### src/rtl/idct_pkg.sv
// Shared types, cosine coefficient tables and the pixel clip helper for the IDCT pass engine.
package idct_pkg;

    typedef enum logic {
        T_PASS = 1'b0,
        S_PASS = 1'b1
    } pass_mode_t;

    typedef enum logic [2:0] {
        ST_IDLE  = 3'd0,
        ST_LOAD  = 3'd1,
        ST_LWAIT = 3'd2,
        ST_MAC   = 3'd3,
        ST_DONE  = 3'd4
    } idct_state_t;

    // C[k][j] = round(4096*sqrt((k==0?1:2)/N)*cos((2j+1)k*pi/(2N))), row-major by k.
    localparam logic signed [15:0] COEF8 [64] = '{
        16'sd1448,  16'sd1448,  16'sd1448,  16'sd1448,  16'sd1448,  16'sd1448,  16'sd1448,  16'sd1448,
        16'sd2009,  16'sd1703,  16'sd1138,  16'sd400,  -16'sd400,  -16'sd1138, -16'sd1703, -16'sd2009,
        16'sd1892,  16'sd784,  -16'sd784,  -16'sd1892, -16'sd1892, -16'sd784,   16'sd784,   16'sd1892,
        16'sd1703, -16'sd400,  -16'sd2009, -16'sd1138,  16'sd1138,  16'sd2009,  16'sd400,  -16'sd1703,
        16'sd1448, -16'sd1448, -16'sd1448,  16'sd1448,  16'sd1448, -16'sd1448, -16'sd1448,  16'sd1448,
        16'sd1138, -16'sd2009,  16'sd400,   16'sd1703, -16'sd1703, -16'sd400,   16'sd2009, -16'sd1138,
        16'sd784,  -16'sd1892,  16'sd1892, -16'sd784,  -16'sd784,   16'sd1892, -16'sd1892,  16'sd784,
        16'sd400,  -16'sd1138,  16'sd1703, -16'sd2009,  16'sd2009, -16'sd1703,  16'sd1138, -16'sd400
    };

    localparam logic signed [15:0] COEF4 [16] = '{
        16'sd2048,  16'sd2048,  16'sd2048,  16'sd2048,
        16'sd2676,  16'sd1108, -16'sd1108, -16'sd2676,
        16'sd2048, -16'sd2048, -16'sd2048,  16'sd2048,
        16'sd1108, -16'sd2676,  16'sd2676, -16'sd1108
    };

    // Table lookup; for N=4 only the low two bits of k and j are meaningful.
    function automatic logic signed [15:0] coef_lookup(input logic is_n8,
                                                       input logic [2:0] k,
                                                       input logic [2:0] j);
        if (is_n8) return COEF8[{k, j}];
        else       return COEF4[{k[1:0], j[1:0]}];
    endfunction

    // Saturate a signed value into the 0..255 pixel range.
    function automatic logic [7:0] clip_u8(input logic signed [63:0] v);
        if (v < 64'sd0)        return 8'd0;
        else if (v > 64'sd255) return 8'd255;
        else                   return v[7:0];
    endfunction

endpackage

### src/rtl/idct_pass_engine_if.sv
// Bus bundle between the top controller / embedded RAMs and the IDCT pass engine.
//
// Handshake: the controller raises start (with mode, src_base, dst_base stable) for
// at least one cycle while busy is low; the engine accepts on that edge, raises busy,
// and ignores start until it returns to idle. done pulses for exactly one cycle at the
// end of a completed pass; busy drops on the cycle after done. Source reads return
// data one cycle after the address; each wr_en cycle is one destination write.
interface idct_pass_engine_if
    import idct_pkg::*;
#(
    parameter int ADDR_W = 7,
    parameter int IN_W   = 32,
    parameter int OUT_W  = 32
) ();
    logic              start;
    pass_mode_t        mode;
    logic [ADDR_W-1:0] src_base;
    logic [ADDR_W-1:0] dst_base;
    logic              busy;
    logic              done;
    logic [ADDR_W-1:0] rd_addr_a;
    logic [ADDR_W-1:0] rd_addr_b;
    logic [IN_W-1:0]   rd_data_a;
    logic [IN_W-1:0]   rd_data_b;
    logic [ADDR_W-1:0] wr_addr;
    logic [OUT_W-1:0]  wr_data;
    logic              wr_en;

    modport slave (
        input  start, mode, src_base, dst_base, rd_data_a, rd_data_b,
        output busy, done, rd_addr_a, rd_addr_b, wr_addr, wr_data, wr_en
    );

    modport master (
        output start, mode, src_base, dst_base, rd_data_a, rd_data_b,
        input  busy, done, rd_addr_a, rd_addr_b, wr_addr, wr_data, wr_en
    );
endinterface

### src/rtl/idct_coef_rom.sv
// Combinational dual-read cosine coefficient lookup: (k0,j0)->c0, (k1,j1)->c1.
// Both passes consume C[k][inner], so the S-pass transpose is just the caller's
// choice of which loop index drives the j inputs.
module idct_coef_rom
    import idct_pkg::*;
#(
    parameter int N      = 8,
    parameter int COEF_W = 16
) (
    input  logic [$clog2(N)-1:0] k0,
    input  logic [$clog2(N)-1:0] j0,
    input  logic [$clog2(N)-1:0] k1,
    input  logic [$clog2(N)-1:0] j1,
    output logic signed [COEF_W-1:0] c0,
    output logic signed [COEF_W-1:0] c1
);

    // Two independent table reads, sign-extended to the coefficient width.
    always_comb begin
        c0 = COEF_W'(coef_lookup(N == 8, 3'(k0), 3'(j0)));
        c1 = COEF_W'(coef_lookup(N == 8, 3'(k1), 3'(j1)));
    end

endmodule

### src/rtl/idct_pass_engine.sv
// One IDCT matrix pass: T = A x C (mode 0) or S = C^T x A with pixel clip (mode 1).
// A row (mode 0) or column (mode 1) of A is buffered, then every output element of
// that row/column is produced with two multipliers over N/2 beats.
module idct_pass_engine
    import idct_pkg::*;
#(
    parameter int N      = 8,
    parameter int IN_W   = 32,
    parameter int COEF_W = 16,
    parameter int OUT_W  = 32,
    parameter int ADDR_W = 7,
    parameter int SHIFT0 = 8,
    parameter int SHIFT1 = 16
) (
    input  logic                     Clock,
    input  logic                     Resetn,
    idct_pass_engine_if.slave        bus,
    output idct_state_t              dbg_state
);

    localparam int IDX_W  = $clog2(N);
    localparam int MW     = IDX_W - 1;
    localparam int PROD_W = IN_W + COEF_W;
    localparam int ACC_W  = IN_W + COEF_W + IDX_W;

    localparam logic [IDX_W-1:0]  IDX_LAST  = IDX_W'(N - 1);
    localparam logic [MW-1:0]     BEAT_LAST = MW'(N / 2 - 1);
    localparam logic [ADDR_W-1:0] N_A       = ADDR_W'(N);

    idct_state_t              state_q, state_d;
    pass_mode_t               mode_q, mode_d;
    logic [ADDR_W-1:0]        src_q, src_d;
    logic [ADDR_W-1:0]        dst_q, dst_d;
    logic [IDX_W-1:0]         outer_q, outer_d;
    logic [IDX_W-1:0]         inner_q, inner_d;
    logic [MW-1:0]            beat_q, beat_d;
    logic                     cap_q, cap_d;
    logic [MW-1:0]            cap_beat_q, cap_beat_d;
    logic signed [IN_W-1:0]   vec_q [N];
    logic signed [IN_W-1:0]   vec_d [N];
    logic signed [ACC_W-1:0]  acc_q, acc_d;
    logic                     wr_en_q, wr_en_d;
    logic [ADDR_W-1:0]        wr_addr_q, wr_addr_d;
    logic [OUT_W-1:0]         wr_data_q, wr_data_d;

    logic signed [COEF_W-1:0] coef0, coef1;
    logic signed [PROD_W-1:0] prod0, prod1;
    logic signed [ACC_W-1:0]  sum;
    logic signed [ACC_W-1:0]  scaled0, scaled1;
    logic [ADDR_W-1:0]        rd_a, rd_b;
    logic [ADDR_W-1:0]        outer_a, inner_a, beat2_a;

    assign outer_a = ADDR_W'(outer_q);
    assign inner_a = ADDR_W'(inner_q);
    assign beat2_a = ADDR_W'({beat_q, 1'b0});

    idct_coef_rom #(
        .N      (N),
        .COEF_W (COEF_W)
    ) u_coef_rom (
        .k0 ({beat_q, 1'b0}),
        .j0 (inner_q),
        .k1 ({beat_q, 1'b1}),
        .j1 (inner_q),
        .c0 (coef0),
        .c1 (coef1)
    );

    // MAC datapath: two products per beat folded into the running accumulator.
    always_comb begin
        prod0   = PROD_W'(vec_q[{beat_q, 1'b0}]) * PROD_W'(coef0);
        prod1   = PROD_W'(vec_q[{beat_q, 1'b1}]) * PROD_W'(coef1);
        sum     = acc_q + ACC_W'(prod0) + ACC_W'(prod1);
        scaled0 = sum >>> SHIFT0;
        scaled1 = sum >>> SHIFT1;
    end

    // Buffer capture: a read pair issued in LOAD lands one cycle later.
    always_comb begin
        vec_d = vec_q;
        if (cap_q) begin
            vec_d[{cap_beat_q, 1'b0}] = bus.rd_data_a;
            vec_d[{cap_beat_q, 1'b1}] = bus.rd_data_b;
        end
    end

    // FSM next state, loop counters, read addresses and write-result staging.
    always_comb begin
        state_d    = state_q;
        mode_d     = mode_q;
        src_d      = src_q;
        dst_d      = dst_q;
        outer_d    = outer_q;
        inner_d    = inner_q;
        beat_d     = beat_q;
        cap_d      = 1'b0;
        cap_beat_d = beat_q;
        acc_d      = '0;
        wr_en_d    = 1'b0;
        wr_addr_d  = wr_addr_q;
        wr_data_d  = wr_data_q;
        rd_a       = '0;
        rd_b       = '0;

        case (state_q)
            ST_IDLE: begin
                if (bus.start) begin
                    state_d = ST_LOAD;
                    mode_d  = bus.mode;
                    src_d   = bus.src_base;
                    dst_d   = bus.dst_base;
                    outer_d = '0;
                    inner_d = '0;
                    beat_d  = '0;
                end
            end
            ST_LOAD: begin
                if (mode_q == T_PASS) begin
                    rd_a = src_q + outer_a * N_A + beat2_a;
                    rd_b = rd_a + ADDR_W'(1);
                end else begin
                    rd_a = src_q + beat2_a * N_A + outer_a;
                    rd_b = rd_a + N_A;
                end
                cap_d      = 1'b1;
                cap_beat_d = beat_q;
                if (beat_q == BEAT_LAST) begin
                    beat_d  = '0;
                    state_d = ST_LWAIT;
                end else begin
                    beat_d = beat_q + MW'(1);
                end
            end
            ST_LWAIT: begin
                state_d = ST_MAC;
            end
            ST_MAC: begin
                if (beat_q == BEAT_LAST) begin
                    // Element complete: stage the write; accumulator restarts at zero.
                    wr_en_d = 1'b1;
                    if (mode_q == T_PASS) begin
                        wr_addr_d = dst_q + outer_a * N_A + inner_a;
                        wr_data_d = OUT_W'(scaled0);
                    end else begin
                        wr_addr_d = dst_q + inner_a * N_A + outer_a;
                        wr_data_d = OUT_W'(clip_u8(64'(scaled1)));
                    end
                    beat_d = '0;
                    if (inner_q == IDX_LAST) begin
                        inner_d = '0;
                        if (outer_q == IDX_LAST) begin
                            outer_d = '0;
                            state_d = ST_DONE;
                        end else begin
                            outer_d = outer_q + IDX_W'(1);
                            state_d = ST_LOAD;
                        end
                    end else begin
                        inner_d = inner_q + IDX_W'(1);
                    end
                end else begin
                    acc_d  = sum;
                    beat_d = beat_q + MW'(1);
                end
            end
            ST_DONE: begin
                state_d = ST_IDLE;
            end
            default: begin
                state_d = ST_IDLE;
            end
        endcase
    end

    // State and datapath registers; reset aborts any pass in flight.
    always_ff @(posedge Clock or negedge Resetn) begin
        if (!Resetn) begin
            state_q    <= ST_IDLE;
            mode_q     <= T_PASS;
            src_q      <= '0;
            dst_q      <= '0;
            outer_q    <= '0;
            inner_q    <= '0;
            beat_q     <= '0;
            cap_q      <= 1'b0;
            cap_beat_q <= '0;
            acc_q      <= '0;
            wr_en_q    <= 1'b0;
            wr_addr_q  <= '0;
            wr_data_q  <= '0;
            for (int n = 0; n < N; n++) vec_q[n] <= '0;
        end else begin
            state_q    <= state_d;
            mode_q     <= mode_d;
            src_q      <= src_d;
            dst_q      <= dst_d;
            outer_q    <= outer_d;
            inner_q    <= inner_d;
            beat_q     <= beat_d;
            cap_q      <= cap_d;
            cap_beat_q <= cap_beat_d;
            acc_q      <= acc_d;
            wr_en_q    <= wr_en_d;
            wr_addr_q  <= wr_addr_d;
            wr_data_q  <= wr_data_d;
            vec_q      <= vec_d;
        end
    end

    assign bus.rd_addr_a = rd_a;
    assign bus.rd_addr_b = rd_b;
    assign bus.wr_en     = wr_en_q;
    assign bus.wr_addr   = wr_addr_q;
    assign bus.wr_data   = wr_data_q;
    assign bus.busy      = (state_q != ST_IDLE);
    assign bus.done      = (state_q == ST_DONE);
    assign dbg_state     = state_q;

endmodule

### src/flat_wrapper.sv
// flat-port wrapper written by rule: the top's interface ports become plain ports
module idct_pass_engine_flat import idct_pkg::*;
#(
    parameter int N      = 8,
    parameter int IN_W   = 32,
    parameter int COEF_W = 16,
    parameter int OUT_W  = 32,
    parameter int ADDR_W = 7,
    parameter int SHIFT0 = 8,
    parameter int SHIFT1 = 16
)
  (Clock, Resetn, dbg_state, bus_start, bus_mode, bus_src_base, bus_dst_base, bus_rd_data_a, bus_rd_data_b, bus_busy, bus_done, bus_rd_addr_a, bus_rd_addr_b, bus_wr_addr, bus_wr_data, bus_wr_en);
  idct_pass_engine_if #(.ADDR_W(ADDR_W), .IN_W(IN_W), .OUT_W(OUT_W)) bus_i ();
  input  logic Clock;
  input  logic Resetn;
  output idct_state_t dbg_state;
  input wire logic [$bits(bus_i.start)-1:0] bus_start;
  input wire logic [$bits(bus_i.mode)-1:0] bus_mode;
  input wire logic [$bits(bus_i.src_base)-1:0] bus_src_base;
  input wire logic [$bits(bus_i.dst_base)-1:0] bus_dst_base;
  input wire logic [$bits(bus_i.rd_data_a)-1:0] bus_rd_data_a;
  input wire logic [$bits(bus_i.rd_data_b)-1:0] bus_rd_data_b;
  output wire logic [$bits(bus_i.busy)-1:0] bus_busy;
  output wire logic [$bits(bus_i.done)-1:0] bus_done;
  output wire logic [$bits(bus_i.rd_addr_a)-1:0] bus_rd_addr_a;
  output wire logic [$bits(bus_i.rd_addr_b)-1:0] bus_rd_addr_b;
  output wire logic [$bits(bus_i.wr_addr)-1:0] bus_wr_addr;
  output wire logic [$bits(bus_i.wr_data)-1:0] bus_wr_data;
  output wire logic [$bits(bus_i.wr_en)-1:0] bus_wr_en;
  assign bus_i.start = bus_start;
  assign bus_i.mode = bus_mode;
  assign bus_i.src_base = bus_src_base;
  assign bus_i.dst_base = bus_dst_base;
  assign bus_i.rd_data_a = bus_rd_data_a;
  assign bus_i.rd_data_b = bus_rd_data_b;
  assign bus_busy = bus_i.busy;
  assign bus_done = bus_i.done;
  assign bus_rd_addr_a = bus_i.rd_addr_a;
  assign bus_rd_addr_b = bus_i.rd_addr_b;
  assign bus_wr_addr = bus_i.wr_addr;
  assign bus_wr_data = bus_i.wr_data;
  assign bus_wr_en = bus_i.wr_en;
  idct_pass_engine #(.N(N), .IN_W(IN_W), .COEF_W(COEF_W), .OUT_W(OUT_W), .ADDR_W(ADDR_W), .SHIFT0(SHIFT0), .SHIFT1(SHIFT1)) u_core (.Clock(Clock), .Resetn(Resetn), .bus(bus_i), .dbg_state(dbg_state));
endmodule
### config.mk
export PLATFORM = sky130hd
export DESIGN_NAME = idct_pass_engine_flat
export DESIGN_NICKNAME = d
export VERILOG_FILES = /design/src/rtl/idct_pkg.sv /design/src/rtl/idct_pass_engine_if.sv /design/src/rtl/idct_coef_rom.sv /design/src/rtl/idct_pass_engine.sv /design/src/flat_wrapper.sv
export SDC_FILE = /design/constraint.sdc
export NUM_CORES = 2
export LEC_CHECK = 0
export BUFFER_PORTS_ARGS = -buffer_cell sky130_fd_sc_hd__buf_2
export CORE_MARGIN = 10
export CORE_UTILIZATION = 30
export DETAILED_ROUTE_END_ITERATION = 8
export GPL_TIMING_DRIVEN = 0
export PLACE_DENSITY = 0.41
export SLEW_MARGIN = 25
export SYNTH_ARGS = -nofsm -noshare
export SYNTH_HDL_FRONTEND = slang
export SYNTH_SLANG_ARGS = --single-unit
### constraint.sdc
create_clock -name Clock -period 14.7 [get_ports Clock]
set_clock_uncertainty 0.05 [all_clocks]
set_input_delay 4.41 -clock Clock [delete_from_list [all_inputs] [get_ports Clock]]
set_output_delay 4.41 -clock Clock [all_outputs]
set_load 0.05 [all_outputs]
==> metrics.md <==
| Metric | Value |
|---|---|
| Crit share post-route | 96.38% |
| H-tree Lvls | 2 |
| Fin area | 0.05805 mm2 |
| Cts hold-fix bufs | 0 |
| Critical-path top delay cell | clkdlybuf4s15_1 |
| Final hold violation count | 0 |
| First-pass DRT Iterations | 5 |
| DRC Markers | 0 |
| Max incr delay on CP | 0.87 ns |
| Rows | 153 |
| Area occupied by multi-input gates | 0.03765 mm2 |
| Root buffer cell | clkbuf_16 |
| Reg-to-reg slack, setup | 0.53 ns |
| Final #Nets | 6,772 |
| Syn-to-layout area delta | 10.46% |
| Finish-stage setup viols | 0 |
| Crit Reg-Reg Endpoint | u_core.bus.wr_data[3]$_DFFE_PN0P_ |
| Number of port buffers | 140 |
| End of the worst hold path | u_core.bus.wr_data[17]$_DFFE_PN0P_ |
| Most frequent cells after synthesis | 1,271 x inv_1, 1,066 x fa_1, 614 x nand2_1 |
| Hold Crit Start | u_core.bus.wr_data[17]$_DFFE_PN0P_ |
| Remaining Overflow, GRT | 0 |
| Crit path max fanout | 10 |
| Vias post-DR | 36,410 |
| Cell mode on critical path | fa_1 |
| EDFF count, synth | 0 |
| FMAX | 70.58 MHz |
| Cell Area, Synth | 0.05255 mm2 |
| Core area | 0.1740 mm2 |
| Fillcell total | 18,180 |
| Post-CTS Setup Repair Bufs | 0 |
| Setup ws final | 0.5322 ns |
| I/O Pins | 141 |
| Vias per cell | 4.712 |
| Final Max Tran Viols | 0 |
| Worst path arrival time | 14.61 ns |
| Final HPWL DP | 159,300 um |
| Sink Count | 376 |
| Ys async rst share | 100.0% |
| Clock tree buffer depth | 3 |
| Area leader, netlist | fa_1 |
| Total of max-cap violations | 0 |
| R2R Path Start | u_core.beat_q[0]$_DFFE_PN0P_ |
| Dpl cell area | 0.05643 mm2 |
| Global-route usage over all layers | 19.19% |
| Largest cells by area after synthesis | fa_1 41%, dfrtp_1 18%, inv_1 9.1%, ha_1 6.4%, mux2_2 5.8% |
| Element type at the critical path end | flip-flop |
| Die Area | 0.1923 mm2 |
| Initial core utilization | 30.20% |
| Worst hold-check path type | flip-flop to flip-flop |
| Routability cong. | 0.9012 |
| Final min period | 14.17 ns |
| Syn Nets | 6,573 |
| Kind of critical path | flip-flop to flip-flop |
| Register area share after synthesis | 17.90% |
| Commonest register cell after synthesis | dfrtp_1 |
| Vias in the first global route | 39,650 |
| Total CTS buffers | 48 |
| Mapped Cells | 5,158 |
| Top cell type's share of synthesized area | 40.61% |
| DR iter-0 viols | 2,206 |
| Die Span Y | 438.5 um |
| Worst-Skew Late Latency | 0.66 ns |
| Layout cell share with drive strength beyond 1 | 11.31% |
| Status | completed |
| Required time worst endpoint | 15.15 ns |
| Setup slack at placement | 0.5086 ns |
| Clock Pin Slew Worst Setup and Hold Paths | 0.06 ns |
| Flops & latches, synth | 376 |
| Routed length per instance | 23.66 um |
| Initial antenna violation count | 15 |
| First-pass GRT wire length | 270,900 um |
| Count leader, synth | inv_1 |
| WL final | 182,800 um |
| Slew @ Worst Pin | 1.187 ns |
| Count of cell types in the netlist | 86 |
| TritonCTS clock tree | built |
| Hold Path Depth | 2 |
| Seq. cell area | 0.009409 mm2 |
| Die W | 438.5 um |
| CP Launch Type | flip-flop |
| Final antenna-violating net count | 0 |
| Final Hold Slack | 0.4255 ns |
| Register-to-Register Path Depth | 32 |
| Slew headroom | 20.33% |
| Largest net degree at the start of global routing | 87 |
| RSZ-0062 raised after global routing | false |
| Post-cts sizing count | 0 |
| Avg Cell Area, Syn | 10.19 um2 |
| Yosys warns | 0 |
logic make-up (layout without fill, tap and decap cells):
group	after synthesis	in the layout	share of synthesized area, %
mux	350	350	8.616
flops	376	376	17.90
buf+inv	1470	1706	10.55
compound gates	361	361	4.409
simple gates	1181	1181	10.10
other cells	0	8	0
xor+xnor	85	85	1.417
fa+ha+maj	1335	1335	47.00
area by class of cell:
type | instances | share of cell area (%)
clock buffer | 73 | 2.334
tap | 2325 | 5.011
sequential | 376 | 16.21
inverter | 1273 | 8.231
buffer | 197 | 1.373
clock inverter | 14 | 0.4009
multi-input combinational | 3312 | 64.85
timing repair buffer | 149 | 1.554
antenna | 8 | 0.03449
worst max-delay path by stage:
stage	depth (start not counted)	start	to	slack (ns)
floorplan	35	u_core.beat_q[0]$_DFFE_PN0P_	u_core.bus.wr_data[2]$_DFFE_PN0P_	4.50
global placement	33	u_core.beat_q[1]$_DFFE_PN0P_	u_core.bus.wr_data[4]$_DFFE_PN0P_	-0.06
detailed placement	32	u_core.beat_q[0]$_DFFE_PN0P_	u_core.bus.wr_data[4]$_DFFE_PN0P_	0.51
CTS	32	u_core.beat_q[0]$_DFFE_PN0P_	u_core.bus.wr_data[4]$_DFFE_PN0P_	0.49
global route	34	u_core.beat_q[0]$_DFFE_PN0P_	u_core.bus.wr_data[7]$_DFFE_PN0P_	0.12
finish	32	u_core.beat_q[0]$_DFFE_PN0P_	u_core.bus.wr_data[3]$_DFFE_PN0P_	0.53
critical path, delay by kind of cell, from the launching register on:
kind                       cells  cell delay [ns]
AOI/OAI and AO/OA              3             1.05
adders and majority gates      9             4.34
buffers and inverters         11             4.52
DFF                            1             0.77
muxes                          1             0.15
and+or+nand+nor                8             3.06
sequential cells by signal (all words and copies together), names as in the netlist:
name and cells:
u_core.src_q 7, u_core.cap_beat_q 2, u_core.bus.wr_en 1, u_core.acc_q 51, u_core.mode_q 1, u_core.dst_q 7, u_core.bus.wr_data 32, u_core.beat_q 2
u_core.cap_q 1, u_core.inner_q 3, u_core.outer_q 3, u_core.bus.wr_addr 7, u_core.vec_q 256, u_core.dbg_state 3
routing by layer:
layer | part of all wire, % | vias to the layer above | GRT usage (%)
met3 | 4.4 | 141 | 2.178
met5 | 0.0049 | - | 0
met2 | 51 | 740 | 33.72
met1 | 43 | 19540 | 25.52
li1 | - | 15990 | -
met4 | 2.2 | 2 | 3.748
per-stage QoR:
| step | utilization (%) | setup TNS [ns] | cells |
|---|---|---|---|
| 2_1_floorplan | - | 0 | 5158 |
| 3_3_place_gp | 32.28 | -0.1324 | 7623 |
| 3_5_place_dp | 32.43 | 0 | 7632 |
| 4_1_cts | 33.34 | 0 | 7719 |
| 5_1_grt | 33.35 | 0 | 7722 |
| 6_report | 33.36 | 0 | 7727 |
cells in the final DEF (no fill, tap or decap), drive strengths merged, types with 17 or more instances in the layout:
cell type and count:
nand2 614, a21oi 91, ha 267, xnor2 61, clkbuf 239, and3 40
inv 1273, mux2 269, mux4 55, a21o 29, xor2 24, and2 131
nor2 231, dfrtp 376, nor2b 42, nor3 17, o21a 30, o21ai 109
buf 178, mux2i 26, fa 1066, nand3 31
Power is left out: the tool's default activity adds up to more than one toggle a clock period on the data nets, which glitch-free logic cannot reach.
